**config.mk**
```make
export PLATFORM = sky130hd
export DESIGN_NAME = wb3_burst_master
export DESIGN_NICKNAME = d
export VERILOG_FILES = /design/src/rtl/wb3_burst_master.sv
export SDC_FILE = /design/constraint.sdc
export NUM_CORES = 1
export LEC_CHECK = 0
export BUFFER_PORTS_ARGS = -buffer_cell sky130_fd_sc_hd__clkbuf_2
export CAP_MARGIN = 20
export CORE_MARGIN = 3
export CORE_UTILIZATION = 52
export CTS_BUF_LIST = sky130_fd_sc_hd__clkbuf_8
export DETAILED_ROUTE_END_ITERATION = 6
export PLACE_DENSITY = 0.8
export SYNTH_ARGS = -nofsm -noshare
export SYNTH_HDL_FRONTEND = slang
export SYNTH_SLANG_ARGS = --single-unit
export TNS_END_PERCENT = 20
```
**constraint.sdc**
```tcl
create_clock -name clk -period 2.55 [get_ports clk]
set_clock_uncertainty 0.1 [all_clocks]
set_input_delay 0.51 -clock clk [delete_from_list [all_inputs] [get_ports clk]]
set_output_delay 0.51 -clock clk [all_outputs]
set_load 0.02 [all_outputs]
```
**src/rtl/wb3_burst_master.sv**
```systemverilog
// Wishbone B3 burst master: turns a command/response stream into classic/incrementing-burst cycles.
// Optional watchdog abort on a silent slave is enabled by defining WB3_BURST_MASTER_TIMEOUT_EN.
module wb3_burst_master #(
  parameter int ADDR_WIDTH = 3,
  parameter int DATA_WIDTH = 8,
  parameter int MAX_BURST  = 8,
  parameter int RETRY_MAX  = 3,
  parameter int TIMEOUT    = 255,
  localparam int SEL_WIDTH = DATA_WIDTH / 8,
  localparam int LEN_WIDTH = (MAX_BURST > 1) ? $clog2(MAX_BURST) : 1
) (
  input  logic                  clk,
  input  logic                  arst,
  input  logic                  cmd_valid,
  output logic                  cmd_ready,
  input  logic                  cmd_we,
  input  logic [ADDR_WIDTH-1:0] cmd_addr,
  input  logic [LEN_WIDTH-1:0]  cmd_len,
  input  logic [SEL_WIDTH-1:0]  cmd_sel,
  input  logic [DATA_WIDTH-1:0] wdata,
  input  logic                  wdata_valid,
  output logic                  wdata_ready,
  output logic                  rsp_valid,
  output logic [DATA_WIDTH-1:0] rsp_data,
  output logic                  rsp_last,
  output logic                  rsp_err,
  output logic [ADDR_WIDTH-1:0] adr,
  output logic [DATA_WIDTH-1:0] dat_o,
  input  logic [DATA_WIDTH-1:0] dat_i,
  output logic                  we,
  output logic [SEL_WIDTH-1:0]  sel,
  output logic                  stb,
  output logic                  cyc,
  output logic [2:0]            cti,
  output logic [1:0]            bte,
  input  logic                  ack,
  input  logic                  err,
  input  logic                  rty,
  input  logic                  inta,
  output logic                  irq,
  output logic                  irq_rise
);

  typedef enum logic [2:0] {S_IDLE, S_WDAT, S_BUS, S_RETRY, S_ABORT} state_t;

  localparam int RTY_WIDTH = $clog2(RETRY_MAX + 2);
  localparam logic [2:0] CTI_CLASSIC = 3'b000;
  localparam logic [2:0] CTI_INCR    = 3'b010;
  localparam logic [2:0] CTI_END     = 3'b111;

  state_t               r_state;
  logic [LEN_WIDTH-1:0] r_len;
  logic [LEN_WIDTH-1:0] r_beat;
  logic [RTY_WIDTH-1:0] r_retry;

  logic                 w_last;
  logic [LEN_WIDTH-1:0] w_next_beat;
  logic [RTY_WIDTH-1:0] w_retry_next;
  logic                 w_timeout;
  logic                 w_abort;

  function automatic logic [2:0] cti_for(input logic [LEN_WIDTH-1:0] beat,
                                         input logic [LEN_WIDTH-1:0] len);
    if (len == '0)       return CTI_CLASSIC;
    else if (beat == len) return CTI_END;
    else                 return CTI_INCR;
  endfunction

  assign w_last       = (r_beat == r_len);
  assign w_next_beat  = r_beat + 1'b1;
  assign w_retry_next = r_retry + 1'b1;
  assign bte          = 2'b00;

`ifdef WB3_BURST_MASTER_TIMEOUT_EN
  localparam int TMO_WIDTH = $clog2(TIMEOUT + 1);
  logic [TMO_WIDTH-1:0] r_tmo;

  // Counts from 0 in the first cycle of each strobe; any termination restarts it.
  always_ff @(posedge clk or posedge arst) begin
    if (arst)                        r_tmo <= '0;
    else if (!stb || ack || err || rty) r_tmo <= '0;
    else                             r_tmo <= r_tmo + 1'b1;
  end

  assign w_timeout = stb && (r_tmo == TMO_WIDTH'(TIMEOUT - 1));
`else
  // Without the watchdog a negative TIMEOUT is the only value that could fire; none does.
  assign w_timeout = (TIMEOUT < 0);
`endif

  assign w_abort = err || w_timeout || (rty && (w_retry_next > RTY_WIDTH'(RETRY_MAX)));

  always_ff @(posedge clk or posedge arst) begin
    if (arst) begin
      r_state     <= S_IDLE;
      r_len       <= '0;
      r_beat      <= '0;
      r_retry     <= '0;
      cmd_ready   <= 1'b0;
      wdata_ready <= 1'b0;
      rsp_valid   <= 1'b0;
      rsp_data    <= '0;
      rsp_last    <= 1'b0;
      rsp_err     <= 1'b0;
      adr         <= '0;
      dat_o       <= '0;
      we          <= 1'b0;
      sel         <= '0;
      stb         <= 1'b0;
      cyc         <= 1'b0;
      cti         <= CTI_CLASSIC;
    end else begin
      // NOTE: response flags default low here so each assignment below is a one-cycle pulse.
      rsp_valid <= 1'b0;
      rsp_last  <= 1'b0;
      rsp_err   <= 1'b0;
      case (r_state)
        S_IDLE: begin
          if (cmd_ready && cmd_valid) begin
            cmd_ready <= 1'b0;
            we        <= cmd_we;
            adr       <= cmd_addr;
            sel       <= cmd_sel;
            r_len     <= cmd_len;
            r_beat    <= '0;
            r_retry   <= '0;
            cti       <= cti_for('0, cmd_len);
            cyc       <= 1'b1;
            if (cmd_we) begin
              wdata_ready <= 1'b1;
              r_state     <= S_WDAT;
            end else begin
              stb     <= 1'b1;
              r_state <= S_BUS;
            end
          end else begin
            cmd_ready <= 1'b1;
          end
        end
        S_WDAT: begin
          if (wdata_valid) begin
            dat_o       <= wdata;
            wdata_ready <= 1'b0;
            stb         <= 1'b1;
            r_state     <= S_BUS;
          end
        end
        S_BUS: begin
          if (w_abort) begin
            cyc       <= 1'b0;
            stb       <= 1'b0;
            we        <= 1'b0;
            cti       <= CTI_CLASSIC;
            rsp_valid <= 1'b1;
            rsp_last  <= 1'b1;
            rsp_err   <= 1'b1;
            rsp_data  <= '0;
            r_state   <= S_ABORT;
          end else if (rty) begin
            r_retry <= w_retry_next;
            stb     <= 1'b0;
            r_state <= S_RETRY;
          end else if (ack) begin
            rsp_valid <= 1'b1;
            rsp_data  <= we ? '0 : dat_i;
            adr       <= adr + 1'b1;
            r_beat    <= w_next_beat;
            r_retry   <= '0;
            if (w_last) begin
              rsp_last <= 1'b1;
              cyc      <= 1'b0;
              stb      <= 1'b0;
              we       <= 1'b0;
              cti      <= CTI_CLASSIC;
              r_state  <= S_IDLE;
            end else begin
              cti <= cti_for(w_next_beat, r_len);
              if (we) begin
                stb         <= 1'b0;
                wdata_ready <= 1'b1;
                r_state     <= S_WDAT;
              end
            end
          end
        end
        S_RETRY: begin
          stb     <= 1'b1;
          r_state <= S_BUS;
        end
        S_ABORT: begin
          cmd_ready <= 1'b1;
          r_state   <= S_IDLE;
        end
        default: r_state <= S_IDLE;
      endcase
    end
  end

  always_ff @(posedge clk or posedge arst) begin
    if (arst) irq <= 1'b0;
    else      irq <= inta;
  end

  assign irq_rise = inta & ~irq;

endmodule

```
== Word level (Yosys, flattened, before mapping) ==
Index checks and enable logic that the tools add are counted.
Operators by class
  add/subtract/negate cells: 3
  bitwise operators: 2
  muxes and demuxes: 75
  equality and inequality tests: 22
  reduce and logical (&&, ||, !) cells: 21
  $lt $le $gt $ge: 1
Operators by type and width (count)
  $mux 3: 25
  $mux 1: 34
  $mux 8: 4
  $pmux 3 s2: 4
  $ne 2x2->1 const B: 9
  $ne 3x3->1 const B: 4
  $pmux 3 s4: 1
  $reduce_and 4->1: 3
  $reduce_and 5->1: 2
  $add 3x1->3 const B: 3
  $logic_not 3->1: 3
  $reduce_and 9->1: 1
  $eq 3x2->1 const B: 2
  $eq 3x3->1: 2
  $pmux 1 s2: 3
  $reduce_and 6->1: 1
  $reduce_bool 2->1: 3
  $ne 5x5->1 const B: 1
  $mux 2: 2
  $ne 4x4->1 const B: 1
  $pmux 1 s4: 1
  $reduce_and 2->1: 2
  $reduce_bool 4->1: 1
  $eq 3x1->1 const B: 1
  10 further kinds: 11
Word-level totals
  output and inout bits: 35
  word-level logic and storage cells: 142
  flip-flop bits (word level): 44
  input bits: 32

== Longest topological paths before layout ==
  word-level depth: 9
  gate-level depth with buffers: 7
  mapped depth without buffers: 7

== Least setup slack after synthesis ==
Ideal clock, no wire load.
  path kind: register -> register
  start: register r_retry[0]
  end: register cti[1]
  clock period less this slack: 1.878 ns
  buffers on the path: 0
  slack: 0.672 ns
  arrival time: 1.696 ns
  required time: 2.368 ns
  stages on the path, launching flop included: 7
  library setup time: 0.082 ns
  cell sequence: dfrtp_1 inv_1 ha_1 nor4b_2 a2111oi_4 a22o_1 a22oi_2
Between the ends
  word-level cells in the longest chain between the ends: 6
  elaborated cells between the ends (all ways): 9
  classes of those cells: 1 x add/sub; 1 x order compare; 2 x eq/ne; 2 x mux; 3 x reduce/logical
Ends and longest elaborated chain
  start, declared: line 54  | logic [RTY_WIDTH-1:0] r_retry;
  start signal, assigned: line 160  | r_retry <= w_retry_next;
  $add 3x1->3 (*): line 71  | assign w_retry_next = r_retry + 1'b1;
  $gt 3x2->1 (*): line 91  | assign w_abort = err || w_timeout || (rty && (w_retry_next > RTY_WIDTH'(RETRY_MAX)));
  $logic_and 1x1->1 (*): line 91
  $logic_or 1x1->1 (*): line 91
  $ne 3x3->1 (no source line) / $mux 3 (equally long branches)
  $reduce_and 4->1 (no source line) / $pmux 3 s2 (equally long branches)
  end signal, assigned: line 127  | cti <= cti_for('0, cmd_len);
  end signal, assigned: line 177  | cti <= cti_for(w_next_beat, r_len);
  end, declared: line 34  | output logic [2:0] cti,
Every way passes the cells marked *; elsewhere a longest branch is shown, timed or not.
A chain may end at the register's enable or synchronous reset.

== Final worst setup path ==
  start: register r_retry[0]
  end: register we
Between the ends
  word-level cells in the longest chain between the ends: 6
  elaborated cells between the ends (all ways): 10
  classes of those cells: 1 x add/sub; 1 x order compare; 3 x eq/ne; 2 x mux; 3 x reduce/logical
Ends and longest elaborated chain
  $add 3x1->3 (*): line 71
  $gt 3x2->1 (*): line 91
  $logic_and 1x1->1 (*): line 91
  $logic_or 1x1->1 (*): line 91
  $ne 3x3->1 (no source line) / $mux 1 (equally long branches)
  $reduce_and 5->1 (no source line) / $pmux 1 s2 (equally long branches)
  end signal, assigned: line 121  | we <= cmd_we;
  end, declared: line 30  | output logic we,
Marks and branches as above.

==> impl_metrics.yaml <==
status:
  outcome: "finished, final reports clean"
worst_setup_path:
  cpMaxStageDelayCell: "nor4b_2"
  critPathArrivalTime_ps: 2150
  worstPathRequired_ps: 2630
  critPathLaunchType: "flop"
  crit_type: "reg2reg"
  r2r_cells: 7
  regToRegEndpoint: "we"
  r2r_start: "r_retry[0]"
  r2r_slack_ps: 480
  path_cells: "inv_1 > ha_1 > nor4b_2 > a2111oi_4 > o21ai_0 > o21ai_0 > a22o_1"
  max_stage_delay_ps: 470
  cp_max_fo: 6
  critical_path.most_common_cell: "o21ai_0"
  cp-end-kind: "flop"
placed_design:
  dp_hpwl_microns: 3440
  placedCellCount: 305
  io_buffers: 64
  gp_congestion: 0.846
  pre_cts_slack_ps: 512
clock_tree:
  cts.sinks: 43
  cts_hold_buf: 0
  cts_tree: "built"
  post_cts_buffers: 0
  cts-root-buf: "clkbuf_8"
  clk_transition_reported_paths_ps: 80
  insertion_delay_ps: 290
  cts_resized: 0
  clockBufferDepth: 2
  numCtsBuffers: 5
  cts_htree_levels: 2
synth:
  synthArstFlopShare: 1.00
  ys_seq_area_frac: 0.510
  syn_area_sq_um: 2110
  ys_seq_elements: 43
  syn_inst: 199
  syn_area_per_cell_sq_um: 10.6
  synthDistinctLibCells: 50
  yosysWarnings: 0
  synth_flop_cell: "dfrtp_1"
  synth_edf_count: 0
die:
  ios: 67
  core_sq_um: 3770
  num_rows: 22
  start_util: 0.559
  die_h_microns: 69.7
  fp.dieW_microns: 69.7
  die_area_sq_um: 4850
timing:
  finalHoldViolCount: 0
  fmax_ghz: 0.483
  fin_crit_sh: 0.812
  whs_ps: 52.7
  tightestPinTransition_ps: 518
  min_period_ps: 2070
  rsz0062_at_grt: "false"
  slew_headroom: 0.653
  worst_slack_ps: 480
  tns_ps: 0
  slew_violations: 0
  setup_viol: 0
drt:
  met1Wirelength_microns: 1990
  vias_per_cell: 5.54
  ant_nets: 0
  drtIter0Drc: 164
  wl_microns: 4510
  dr.pass1.iters: 4
  drc: 0
  top_layer_used: "met4"
  route.met2.wl_microns: 2190
  route.vias.total: 1733
  wl_met3_microns: 276
  wl_per_cell_microns: 14.4
min_path:
  hold_path.class: "in2async"
cells_and_area:
  diodes: 0
  nNetsFinal: 300
  drive_above_1_share: 0.358
  syn_to_final_growth_pct: 22.8
  final_cells: 313
grt:
  grt_pass1_vias: 1811
  grt_max_degree: 30
  antenna_found_initial: 0
  overflow: 0
  grt_pass1_wl_microns: 8000
  gr-usage-all-layers: 0.200
run:
  max_cap_viol_count: 0
power_and_ir_drop:
  power.total_mw: 3.06
  power_density_nw_per_um2: 1180
  leakagePower_nw: 1.31
  ir_worst_vdd_mv: 0.642
## routing by layer
layer,vias to the layer above,GRT usage
met5,-,0
met4,0,0.0532
met3,5,0.0565
met2,55,0.329
met1,836,0.261
li1,837,-
## critical path, delay by kind of cell, from the launching register on
family          cells  cell delay, ps
flops               1             430
fa+ha+maj           1             340
buf+inv             1              60
compound gates      4             560
simple gates        1             470
## worst max path at each step
stage          slack, ps     end       start
2_1_floorplan        670  cti[1]  r_retry[0]
6_report             480      we  r_retry[0]
3_5_place_dp         510      we  r_retry[0]
4_1_cts              490      we  r_retry[0]
3_3_place_gp         550      we  r_retry[0]
5_1_grt              290  cti[0]  r_retry[0]
## final cells by class
cell class	instances	area (sq um)
fillers	305	1180
flip-flops and latches	43	1080
multi-input cells	139	948
repair buffers	67	343
clock buffers	5	68.8
clock inverters	3	63.8
well taps	48	60.1
inverters	8	30.0
## sequential cells by signal, indices dropped and copies added (netlist names)
name	cells
cyc	1
adr	3
wdata_ready	1
r_len	3
sel	1
r_state	3
irq	1
rsp_valid	1
r_beat	3
rsp_last	1
rsp_data	8
rsp_err	1
cmd_ready	1
stb	1
dat_o	8
we	1
r_retry	3
cti	2
## cells in the final DEF (no fill, tap or decap), types with 4 or more instances in the layout
master	netlist	layout
clkbuf_2	0	64
dfrtp_1	43	43
nand2_1	25	25
nor2_1	15	15
o21ai_0	15	15
a22o_1	11	11
mux2_2	8	8
inv_1	8	8
a21oi_1	6	6
xor2_1	5	5
nand3_1	5	5
clkbuf_8	0	5
ha_1	4	4
## per-stage QoR
stage,utilization,instance area (sq um)
after floorplan,-,2110
after detailed placement,0.652,2460
after global routing,0.687,2590
after global placement,0.652,2460
after CTS,0.687,2590
final,0.687,2590
## cell usage after synthesis (all sizes together) (2+ instances only)
cell type,n,area [sq um]
o21a,2,15.0
a21oi,6,30.0
and3,3,20.0
mux2,8,90.1
a2111oi,2,36.3
ha,4,50.1
inv,8,30.0
buf,8,50.1
nand3,5,25.0
dfrtp,43,1080
o21ai,16,83.8
a22o,11,96.3
xor2,5,43.8
or3b,2,17.5
or3,3,18.8
a211oi,2,20.0
o41ai,2,17.5
nor3,3,20.0
nor3b,2,26.3
nand2,25,93.8
nor4b,3,32.5
nand3b,2,15.0
nor2,15,56.3
clkbuf,2,7.51
## report_power, final
part	switching (mW)	leakage (nW)	internal, mW
clock network	0.225	0.0695	0.387
logic	0.767	0.696	0.524
registers	0.227	0.549	0.933
## kinds of logic after synthesis
| family | count (synthesis) | share of synthesized area |
|---|---|---|
| DFF | 43 | 0.510 |
| adders and majority gates | 4 | 0.0237 |
| buffers and inverters | 18 | 0.0415 |
| other | 1 | 0.00178 |
| and+or+nand+nor | 69 | 0.174 |
| muxes | 9 | 0.0475 |
| AOI/OAI and AO/OA | 49 | 0.176 |
| xor gates and xnor gates | 6 | 0.0249 |
(Power assumes the default switching activity.)
